<file path="config.mk">
export PLATFORM = sky130hd
export DESIGN_NAME = mem_stage_flat
export DESIGN_NICKNAME = d
export VERILOG_FILES = /design/src/rtl/cpu_types_pkg.sv /design/src/rtl/mem_stage_if.sv /design/src/rtl/mem_stage.sv /design/src/flat_wrapper.sv
export SDC_FILE = /design/constraint.sdc
export NUM_CORES = 1
export LEC_CHECK = 0
export CAP_MARGIN = 20
export CELL_PAD_IN_SITES_DETAIL_PLACEMENT = 1
export CELL_PAD_IN_SITES_GLOBAL_PLACEMENT = 1
export CORE_MARGIN = 5
export CORE_UTILIZATION = 29
export DETAILED_ROUTE_END_ITERATION = 8
export GPL_TIMING_DRIVEN = 0
export PLACE_DENSITY_LB_ADDON = 0.1
export REMOVE_ABC_BUFFERS = 1
export SLEW_MARGIN = 10
export SYNTH_ARGS = -nofsm -noshare
export SYNTH_HDL_FRONTEND = slang
export SYNTH_SLANG_ARGS = --single-unit
</file>
<file path="constraint.sdc">
create_clock -name CLK -period 1.7 [get_ports CLK]
set_input_delay 0.34 -clock CLK [delete_from_list [all_inputs] [get_ports CLK]]
set_output_delay 0.34 -clock CLK [all_outputs]
set_load 0.05 [all_outputs]
</file>
<file path="src/rtl/cpu_types_pkg.sv">
// Shared CPU types: data word, control-field widths/bit positions and the MEM-stage FSM states.
package cpu_types_pkg;

  typedef logic [31:0] word_t;

  localparam int unsigned MEMCTRL_W = 5;
  localparam int unsigned WBCTRL_W  = 4;
  localparam int unsigned REG_W     = 5;

  // ex_MEMctrl bit positions; [4:3] are reserved
  localparam int unsigned MEM_DREN = 0;
  localparam int unsigned MEM_DWEN = 1;
  localparam int unsigned MEM_HALT = 2;

  typedef enum logic [1:0] {
    IDLE   = 2'd0,
    ACCESS = 2'd1,
    HOLD   = 2'd2
  } memstate_t;

endpackage

</file>
<file path="src/rtl/mem_stage_if.sv">
// MEM-stage signal bundle: EX/MEM latch inputs, dcache port, pipeline control and MEM/WB outputs.
interface mem_stage_if;
  import cpu_types_pkg::*;

  logic                 ex_valid;
  logic [MEMCTRL_W-1:0] ex_MEMctrl;
  logic [WBCTRL_W-1:0]  ex_WBctrl;
  logic [REG_W-1:0]     ex_dest;
  word_t                ex_aluout;
  word_t                ex_store;
  word_t                ex_npc;
  word_t                ex_instr;
  logic                 ihit;

  logic                 dmemREN;
  logic                 dmemWEN;
  word_t                dmemaddr;
  word_t                dmemstore;
  word_t                dmemload;
  logic                 dhit;

  logic                 mem_stall;
  logic                 advance;

  logic                 wb_valid;
  logic [WBCTRL_W-1:0]  wb_WBctrl;
  logic [REG_W-1:0]     wb_dest;
  word_t                wb_aluout;
  word_t                wb_dmemload;
  word_t                wb_npc;
  word_t                wb_instr;
  logic                 halt;

  // Stage side
  modport slave (
    input  ex_valid, ex_MEMctrl, ex_WBctrl, ex_dest, ex_aluout, ex_store, ex_npc, ex_instr,
    input  ihit, dmemload, dhit,
    output dmemREN, dmemWEN, dmemaddr, dmemstore, mem_stall, advance,
    output wb_valid, wb_WBctrl, wb_dest, wb_aluout, wb_dmemload, wb_npc, wb_instr, halt
  );

  // Environment side (pipeline + dcache)
  modport master (
    output ex_valid, ex_MEMctrl, ex_WBctrl, ex_dest, ex_aluout, ex_store, ex_npc, ex_instr,
    output ihit, dmemload, dhit,
    input  dmemREN, dmemWEN, dmemaddr, dmemstore, mem_stall, advance,
    input  wb_valid, wb_WBctrl, wb_dest, wb_aluout, wb_dmemload, wb_npc, wb_instr, halt
  );

endinterface

</file>
<file path="src/rtl/mem_stage.sv">
// Pipeline MEM stage: issues dcache requests, stalls upstream until dhit, and holds a completed
// access in a load buffer until the pipeline can advance so each store is performed once.
module mem_stage
  import cpu_types_pkg::*;
(
  input logic         CLK,
  input logic         RST,
  mem_stage_if.slave  mem_io
);

  memstate_t state_q, state_d;
  word_t     lbuf_q, lbuf_d;

  logic memop, req, dhit_live, stall, adv;

  logic                wb_valid_q;
  logic [WBCTRL_W-1:0] wb_wbctrl_q;
  logic [REG_W-1:0]    wb_dest_q;
  word_t               wb_aluout_q, wb_dmemload_q, wb_npc_q, wb_instr_q;
  logic                halt_q;

  // Request and stall decode
  always_comb begin
    memop = mem_io.ex_valid & (mem_io.ex_MEMctrl[MEM_DREN] | mem_io.ex_MEMctrl[MEM_DWEN]);
    req   = memop & (state_q != HOLD);
    // dhit only means something while a request is on the bus
    dhit_live = req & mem_io.dhit;
    stall     = req & ~mem_io.dhit;
    adv       = mem_io.ihit & ~stall;

    mem_io.dmemWEN   = req & mem_io.ex_MEMctrl[MEM_DWEN];
    mem_io.dmemREN   = req & mem_io.ex_MEMctrl[MEM_DREN] & ~mem_io.ex_MEMctrl[MEM_DWEN];
    mem_io.dmemaddr  = mem_io.ex_aluout;
    mem_io.dmemstore = mem_io.ex_store;
    mem_io.mem_stall = stall;
    mem_io.advance   = adv;
  end

  always_comb begin
    state_d = state_q;
    lbuf_d  = lbuf_q;
    unique case (state_q)
      IDLE: begin
        if (memop & ~mem_io.dhit) begin
          state_d = ACCESS;
        end else if (dhit_live & ~mem_io.ihit) begin
          state_d = HOLD;
          lbuf_d  = mem_io.dmemload;
        end
      end
      ACCESS: begin
        if (dhit_live & mem_io.ihit) begin
          state_d = IDLE;
        end else if (dhit_live & ~mem_io.ihit) begin
          state_d = HOLD;
          lbuf_d  = mem_io.dmemload;
        end
      end
      HOLD: begin
        if (mem_io.ihit) state_d = IDLE;
      end
      default: state_d = IDLE;
    endcase
  end

  always_ff @(posedge CLK) begin
    if (RST) begin
      state_q <= IDLE;
      lbuf_q  <= '0;
    end else begin
      state_q <= state_d;
      lbuf_q  <= lbuf_d;
    end
  end

  always_ff @(posedge CLK) begin
    if (RST) begin
      wb_valid_q    <= 1'b0;
      wb_wbctrl_q   <= '0;
      wb_dest_q     <= '0;
      wb_aluout_q   <= '0;
      wb_dmemload_q <= '0;
      wb_npc_q      <= '0;
      wb_instr_q    <= '0;
      halt_q        <= 1'b0;
    end else if (adv) begin
      wb_valid_q    <= mem_io.ex_valid;
      wb_wbctrl_q   <= mem_io.ex_WBctrl;
      wb_dest_q     <= mem_io.ex_dest;
      wb_aluout_q   <= mem_io.ex_aluout;
      wb_dmemload_q <= dhit_live ? mem_io.dmemload : lbuf_q;
      wb_npc_q      <= mem_io.ex_npc;
      wb_instr_q    <= mem_io.ex_instr;
      if (mem_io.ex_valid & mem_io.ex_MEMctrl[MEM_HALT]) halt_q <= 1'b1;
    end
  end

  assign mem_io.wb_valid    = wb_valid_q;
  assign mem_io.wb_WBctrl   = wb_wbctrl_q;
  assign mem_io.wb_dest     = wb_dest_q;
  assign mem_io.wb_aluout   = wb_aluout_q;
  assign mem_io.wb_dmemload = wb_dmemload_q;
  assign mem_io.wb_npc      = wb_npc_q;
  assign mem_io.wb_instr    = wb_instr_q;
  assign mem_io.halt        = halt_q;

endmodule

</file>
<file path="src/flat_wrapper.sv">
// flat-port wrapper written by rule: the top's interface ports become plain ports
module mem_stage_flat import cpu_types_pkg::*;
  (CLK, RST, mem_io_ex_valid, mem_io_ex_MEMctrl, mem_io_ex_WBctrl, mem_io_ex_dest, mem_io_ex_aluout, mem_io_ex_store, mem_io_ex_npc, mem_io_ex_instr, mem_io_ihit, mem_io_dmemload, mem_io_dhit, mem_io_dmemREN, mem_io_dmemWEN, mem_io_dmemaddr, mem_io_dmemstore, mem_io_mem_stall, mem_io_advance, mem_io_wb_valid, mem_io_wb_WBctrl, mem_io_wb_dest, mem_io_wb_aluout, mem_io_wb_dmemload, mem_io_wb_npc, mem_io_wb_instr, mem_io_halt);
  mem_stage_if mem_io_i ();
  input logic CLK;
  input logic RST;
  input wire logic [$bits(mem_io_i.ex_valid)-1:0] mem_io_ex_valid;
  input wire logic [$bits(mem_io_i.ex_MEMctrl)-1:0] mem_io_ex_MEMctrl;
  input wire logic [$bits(mem_io_i.ex_WBctrl)-1:0] mem_io_ex_WBctrl;
  input wire logic [$bits(mem_io_i.ex_dest)-1:0] mem_io_ex_dest;
  input wire logic [$bits(mem_io_i.ex_aluout)-1:0] mem_io_ex_aluout;
  input wire logic [$bits(mem_io_i.ex_store)-1:0] mem_io_ex_store;
  input wire logic [$bits(mem_io_i.ex_npc)-1:0] mem_io_ex_npc;
  input wire logic [$bits(mem_io_i.ex_instr)-1:0] mem_io_ex_instr;
  input wire logic [$bits(mem_io_i.ihit)-1:0] mem_io_ihit;
  input wire logic [$bits(mem_io_i.dmemload)-1:0] mem_io_dmemload;
  input wire logic [$bits(mem_io_i.dhit)-1:0] mem_io_dhit;
  output wire logic [$bits(mem_io_i.dmemREN)-1:0] mem_io_dmemREN;
  output wire logic [$bits(mem_io_i.dmemWEN)-1:0] mem_io_dmemWEN;
  output wire logic [$bits(mem_io_i.dmemaddr)-1:0] mem_io_dmemaddr;
  output wire logic [$bits(mem_io_i.dmemstore)-1:0] mem_io_dmemstore;
  output wire logic [$bits(mem_io_i.mem_stall)-1:0] mem_io_mem_stall;
  output wire logic [$bits(mem_io_i.advance)-1:0] mem_io_advance;
  output wire logic [$bits(mem_io_i.wb_valid)-1:0] mem_io_wb_valid;
  output wire logic [$bits(mem_io_i.wb_WBctrl)-1:0] mem_io_wb_WBctrl;
  output wire logic [$bits(mem_io_i.wb_dest)-1:0] mem_io_wb_dest;
  output wire logic [$bits(mem_io_i.wb_aluout)-1:0] mem_io_wb_aluout;
  output wire logic [$bits(mem_io_i.wb_dmemload)-1:0] mem_io_wb_dmemload;
  output wire logic [$bits(mem_io_i.wb_npc)-1:0] mem_io_wb_npc;
  output wire logic [$bits(mem_io_i.wb_instr)-1:0] mem_io_wb_instr;
  output wire logic [$bits(mem_io_i.halt)-1:0] mem_io_halt;
  assign mem_io_i.ex_valid = mem_io_ex_valid;
  assign mem_io_i.ex_MEMctrl = mem_io_ex_MEMctrl;
  assign mem_io_i.ex_WBctrl = mem_io_ex_WBctrl;
  assign mem_io_i.ex_dest = mem_io_ex_dest;
  assign mem_io_i.ex_aluout = mem_io_ex_aluout;
  assign mem_io_i.ex_store = mem_io_ex_store;
  assign mem_io_i.ex_npc = mem_io_ex_npc;
  assign mem_io_i.ex_instr = mem_io_ex_instr;
  assign mem_io_i.ihit = mem_io_ihit;
  assign mem_io_i.dmemload = mem_io_dmemload;
  assign mem_io_i.dhit = mem_io_dhit;
  assign mem_io_dmemREN = mem_io_i.dmemREN;
  assign mem_io_dmemWEN = mem_io_i.dmemWEN;
  assign mem_io_dmemaddr = mem_io_i.dmemaddr;
  assign mem_io_dmemstore = mem_io_i.dmemstore;
  assign mem_io_mem_stall = mem_io_i.mem_stall;
  assign mem_io_advance = mem_io_i.advance;
  assign mem_io_wb_valid = mem_io_i.wb_valid;
  assign mem_io_wb_WBctrl = mem_io_i.wb_WBctrl;
  assign mem_io_wb_dest = mem_io_i.wb_dest;
  assign mem_io_wb_aluout = mem_io_i.wb_aluout;
  assign mem_io_wb_dmemload = mem_io_i.wb_dmemload;
  assign mem_io_wb_npc = mem_io_i.wb_npc;
  assign mem_io_wb_instr = mem_io_i.wb_instr;
  assign mem_io_halt = mem_io_i.halt;
  mem_stage u_core (.CLK(CLK), .RST(RST), .mem_io(mem_io_i));
endmodule
</file>
Word level (Yosys, flattened, before mapping)
Index checks and enable logic that the tools add are counted.
{"block": "totals", "elab_cells": 47, "input_bits": 179, "ff_bits": 173, "output_inout_bits": 207}
{"block": "classes", "muxes": 10, "bitwise": 17, "reduce_logical": 4, "n_eq_ne": 6}
{"cell": "two-way mux 32 bit", "n": 4}
{"cell": "one-hot mux 32 bit (2 select lines)", "n": 1}
{"cell": "bitwise AND 1 bit", "n": 12}
{"cell": "two-way mux 2 bit", "n": 4}
{"cell": "!= test 2 bit (second input constant)", "n": 4}
{"cell": "one-hot mux 2 bit (3 select lines)", "n": 1}
{"cell": "NOT 1 bit", "n": 4}
{"cell": "AND reduction 3 bit", "n": 1}
{"cell": "== test 2 x 1 -> 1 bit (second input constant)", "n": 1}
{"cell": "== test 2 bit (second input constant)", "n": 1}
{"cell": "logical NOT 2 bit", "n": 1}
{"cell": "AND reduction 2 bit", "n": 1}
{"cell": "nonzero test 2 bit", "n": 1}
{"cell": "bitwise OR 1 bit", "n": 1}

Longest topological paths before layout
{"block": "logic_depth", "depth_word": 8, "depth_mapped": 6}

Worst setup path before layout
No wires, ideal clock.
{"block": "synth_timing", "path_kind": "reg-to-output", "from": "register u_core.state_q[0]", "to": "output port mem_io_dmemREN", "required_time_ps": 1360, "path_stages_with_launch": 3, "arrival_ps": 2128, "slack_ps": -768, "path_cell_list": "dfxtp_1 and2b_4 nor4b_1"}
{"block": "synth_between", "elab_chain_len": 4}
{"item": "start: declaration", "line": "mem_stage.sv:11", "rtl": "memstate_t state_q, state_d;"}
{"item": "start signal: assignment", "line": "mem_stage.sv:71", "rtl": "state_q <= state_d;"}
{"item": "!= test 2 bit", "line": "mem_stage.sv:25", "rtl": "req = memop & (state_q != HOLD);"}
{"item": "bitwise AND 1 bit", "line": "mem_stage.sv:25"}
{"item": "bitwise AND 1 bit (2 in series)", "line": "mem_stage.sv:32", "rtl": "mem_io.dmemREN = req & mem_io.ex_MEMctrl[MEM_DREN] & ~mem_io.ex_MEMctrl[MEM_DWEN];"}
{"item": "end: declaration", "line": "flat_wrapper.sv:18", "rtl": "output wire logic [$bits(mem_io_i.dmemREN)-1:0] mem_io_dmemREN;"}
No other way between the ends.

Worst setup path in the final report
{"block": "layout_timing", "from": "input port mem_io_ex_MEMctrl[1]", "to": "output port mem_io_advance"}
{"block": "layout_between", "elab_chain_len": 6}
{"item": "start: declaration", "line": "flat_wrapper.sv:8", "rtl": "input wire logic [$bits(mem_io_i.ex_MEMctrl)-1:0] mem_io_ex_MEMctrl;"}
{"item": "bitwise OR 1 bit", "line": "mem_stage.sv:24", "rtl": "memop = mem_io.ex_valid & (mem_io.ex_MEMctrl[MEM_DREN] | mem_io.ex_MEMctrl[MEM_DWEN]);"}
{"item": "bitwise AND 1 bit", "line": "mem_stage.sv:24"}
{"item": "bitwise AND 1 bit", "line": "mem_stage.sv:25"}
{"item": "bitwise AND 1 bit", "line": "mem_stage.sv:28", "rtl": "stall = req & ~mem_io.dhit;"}
{"item": "NOT 1 bit", "line": "mem_stage.sv:29", "rtl": "adv = mem_io.ihit & ~stall;"}
{"item": "bitwise AND 1 bit", "line": "mem_stage.sv:29"}
{"item": "end: declaration", "line": "flat_wrapper.sv:23", "rtl": "output wire logic [$bits(mem_io_i.advance)-1:0] mem_io_advance;"}
No other way between the ends.

==> results.toml <==
[logic_synthesis]
yosys.area.top_type = "dfxtp_1"
synth_seq_cells = 173
syn-cell-area_mm2 = 0.00763
yosys_warnings = 0
synth_cell_types = 29
synth.top_cell.area_share = 0.454
syn_inst = 836
syn_area_per_cell_um2 = 9.13
synthTopCellsByArea = "dfxtp_1, mux2i_1, nand2_1"
synth-seq-area-share = 0.454

[sta]
finalCritPeriodShare = 1.06
grt_setup_unrepaired = "true"
timing.final.ws_setup_ns = -0.110
timing.fmax_mhz = 553
fin_setup_tns_ns = -0.392
skew_ns = 0.0150
fin_crit_ns = 1.81
setup_violations = 18
slew_violations = 0
hold_violations = 0
slew_headroom = 0.609
worst_hold_slack_ns = 0.425
worst_slew_pin_slew_ns = 0.588

[global_routing]
grt_pass1_wl_um = 42300
grt_start_max_net_pins = 103
grt_pass1_vias = 7106
antenna_found_initial = 3
grt_usage = 0.185
grt_remaining_overflow = 0

[worst_setup_path]
cp-end-kind = "primary output"
crit_type = "input pin to primary output"
arrival_ns = 1.47
crit_chain = "clkdlybuf4s15_1 -> o21ai_4 -> o31a_4 -> buf_8"
ff2ff_path_depth = 6
cp_max_fo = 6
cp.required_ns = 1.36
slowest_delay_ns = 0.43
crit_cells = 4
critical_path.top_delay_family = "buffers and inverters"
crit_slowest_cell = "clkdlybuf4s15_1"
critical_path.startpoint_type = "input pin"
path_buf_inv = 2

[cells_and_area]
fin_nets = 1274
drive_above_1_share = 0.153
postLayoutCellArea_mm2 = 0.0118
layout_commonest_cell = "nand2_1"
final_util = 0.455
fin_cells = 1444
syn_to_final_growth_pct = 55.1
layout_common_cells = "nand2_1, dfxtp_1, clkdlybuf4s50_1"

[clock_network]
cts_tree = "yes"
cts.sinks = 173
clock_path_buffers = 2
cts_buffers = 17
clockRootBuffer = "clkbuf_16"
insertion_delay_ns = 0.42
clk_pin_slew_worst_paths_ns = 0.07
h-tree-depth = 4

[power]
switching_share = 0.323
p_int_mw = 7.51
leakagePower_nw = 5.25
ir_drop_mv = 0.605
comb_power_share = 0.253
powerDensity_mw_per_mm2 = 937
clockPowerShare = 0.347
fin_total_pwr_mw = 11.1
power.switching_mw = 3.58
p_seq_frac = 0.400

[floorplan]
dieWidth_um = 172
die_area_mm2 = 0.0297
io_pins = 386
rows = 59
start_util = 0.294
die_h_um = 172
coreArea_mm2 = 0.0260

[detailed_routing]
wl_um = 28200
vias_per_cell = 4.66
drc = 0
wire_per_inst_um = 19.5
first_pass_iters = 4
drt_iter0_drc = 311
vias = 6725
drtAntennaViolNets = 0

[placement]
io_buffers = 319
dpl_worst_slack_ns = -1.45
dp.cells = 1372
hpwl_um = 18300
placed_area_mm2 = 0.0107
routabilityCongestion = 0.703

[run]
cap_violations = 0

[status]
outcome = "finished, violations left"
violations = "setup timing"

[worst_hold_path]
hold_path_depth = 3
hp-class = "input pin to flop"
## worst register-to-register path, cell delays in order, from the launching register on
cell	delay, ns
dfxtp_2	0.32
and2b_4	0.22
o31a_4	0.33
buf_12	0.16
buf_16	0.16
buf_16	0.16
o221a_4	0.25
## cell usage after synthesis (all sizes together)
master	count
o31ai	1
and3	2
nand2b	1
dfxtp	173
o221a	32
nor3b	1
o31a	1
a221oi	1
nor3	2
clkinv	1
clkbuf	46
buf	87
o211a	1
inv	36
and2b	1
a41oi	32
a2111oi	1
a21oi	1
nor4b	1
o21ai	2
a22o	1
nand2	274
nor2	1
mux2i	137
## layer usage
metal  vias to the layer above  GRT usage  share of wire
li1                       3274          -              -
met4                         6     0.0437          0.011
met2                       244      0.292           0.46
met3                        16     0.0878           0.10
met1                      3185      0.231           0.42
met5                         -    0.00836         0.0015
## path summary, 6_finish.rpt
check | start | to | slack [ns]
max reg2reg | u_core.state_q[0]$_SDFFE_PP0P_ | u_core.mem_io.wb_dmemload[9]$_SDFFE_PP0P_ | 0
min reg2reg | u_core.mem_io.wb_npc[26]$_SDFFE_PP0P_ | u_core.mem_io.wb_npc[26]$_SDFFE_PP0P_ | 0.45
min | RST | u_core.mem_io.wb_dmemload[14]$_SDFFE_PP0P_ | 0.43
max | mem_io_ex_MEMctrl[1] | mem_io_advance | -0.11
## power groups by stage
stage | Clock [mW] | Sequential [mW] | Combinational, mW
finish | 3.85 | 4.44 | 2.81
global route | 4.17 | 4.47 | 2.97
CTS | 3.99 | 4.43 | 2.83
detailed placement | 0 | 4.52 | 2.71
global placement | 0 | 4.52 | 2.84
floorplan | 0 | 5.29 | 0.721
## cell type report
| type | instances | area, um2 |
|---|---|---|
| clock buffer | 21 | 460 |
| timing repair buffer | 370 | 3800 |
| multi-input combinational | 496 | 3410 |
| fill | 2947 | 14200 |
| sequential | 173 | 3470 |
| tap | 335 | 419 |
| antenna | 1 | 2.50 |
| clock inverter | 11 | 110 |
| inverter | 37 | 165 |
## cells by family after synthesis
logic type	Yosys count	share of synthesized area
buf+inv	170	0.131
flops	173	0.454
mux	137	0.180
simple gates	283	0.142
compound gates	73	0.0933
## state kept, by name, summed over array words and instances, names as in the netlist, 2 cells and up
name	flops
u_core.mem_io.wb_WBctrl	4
u_core.mem_io.wb_npc	32
u_core.mem_io.wb_aluout	32
u_core.mem_io.wb_dmemload	32
u_core.state_q	2
u_core.lbuf_q	32
u_core.mem_io.wb_dest	5
u_core.mem_io.wb_instr	32
## timing repair
action,CTS,global route
pin swaps,3,3
hold buffers,0,0
cloned,10,0
setup endpoints to repair,346,153
hold endpoints to repair,0,0
resized for setup,299,108
buffers inserted,24,6
(Power assumes the default switching activity.)
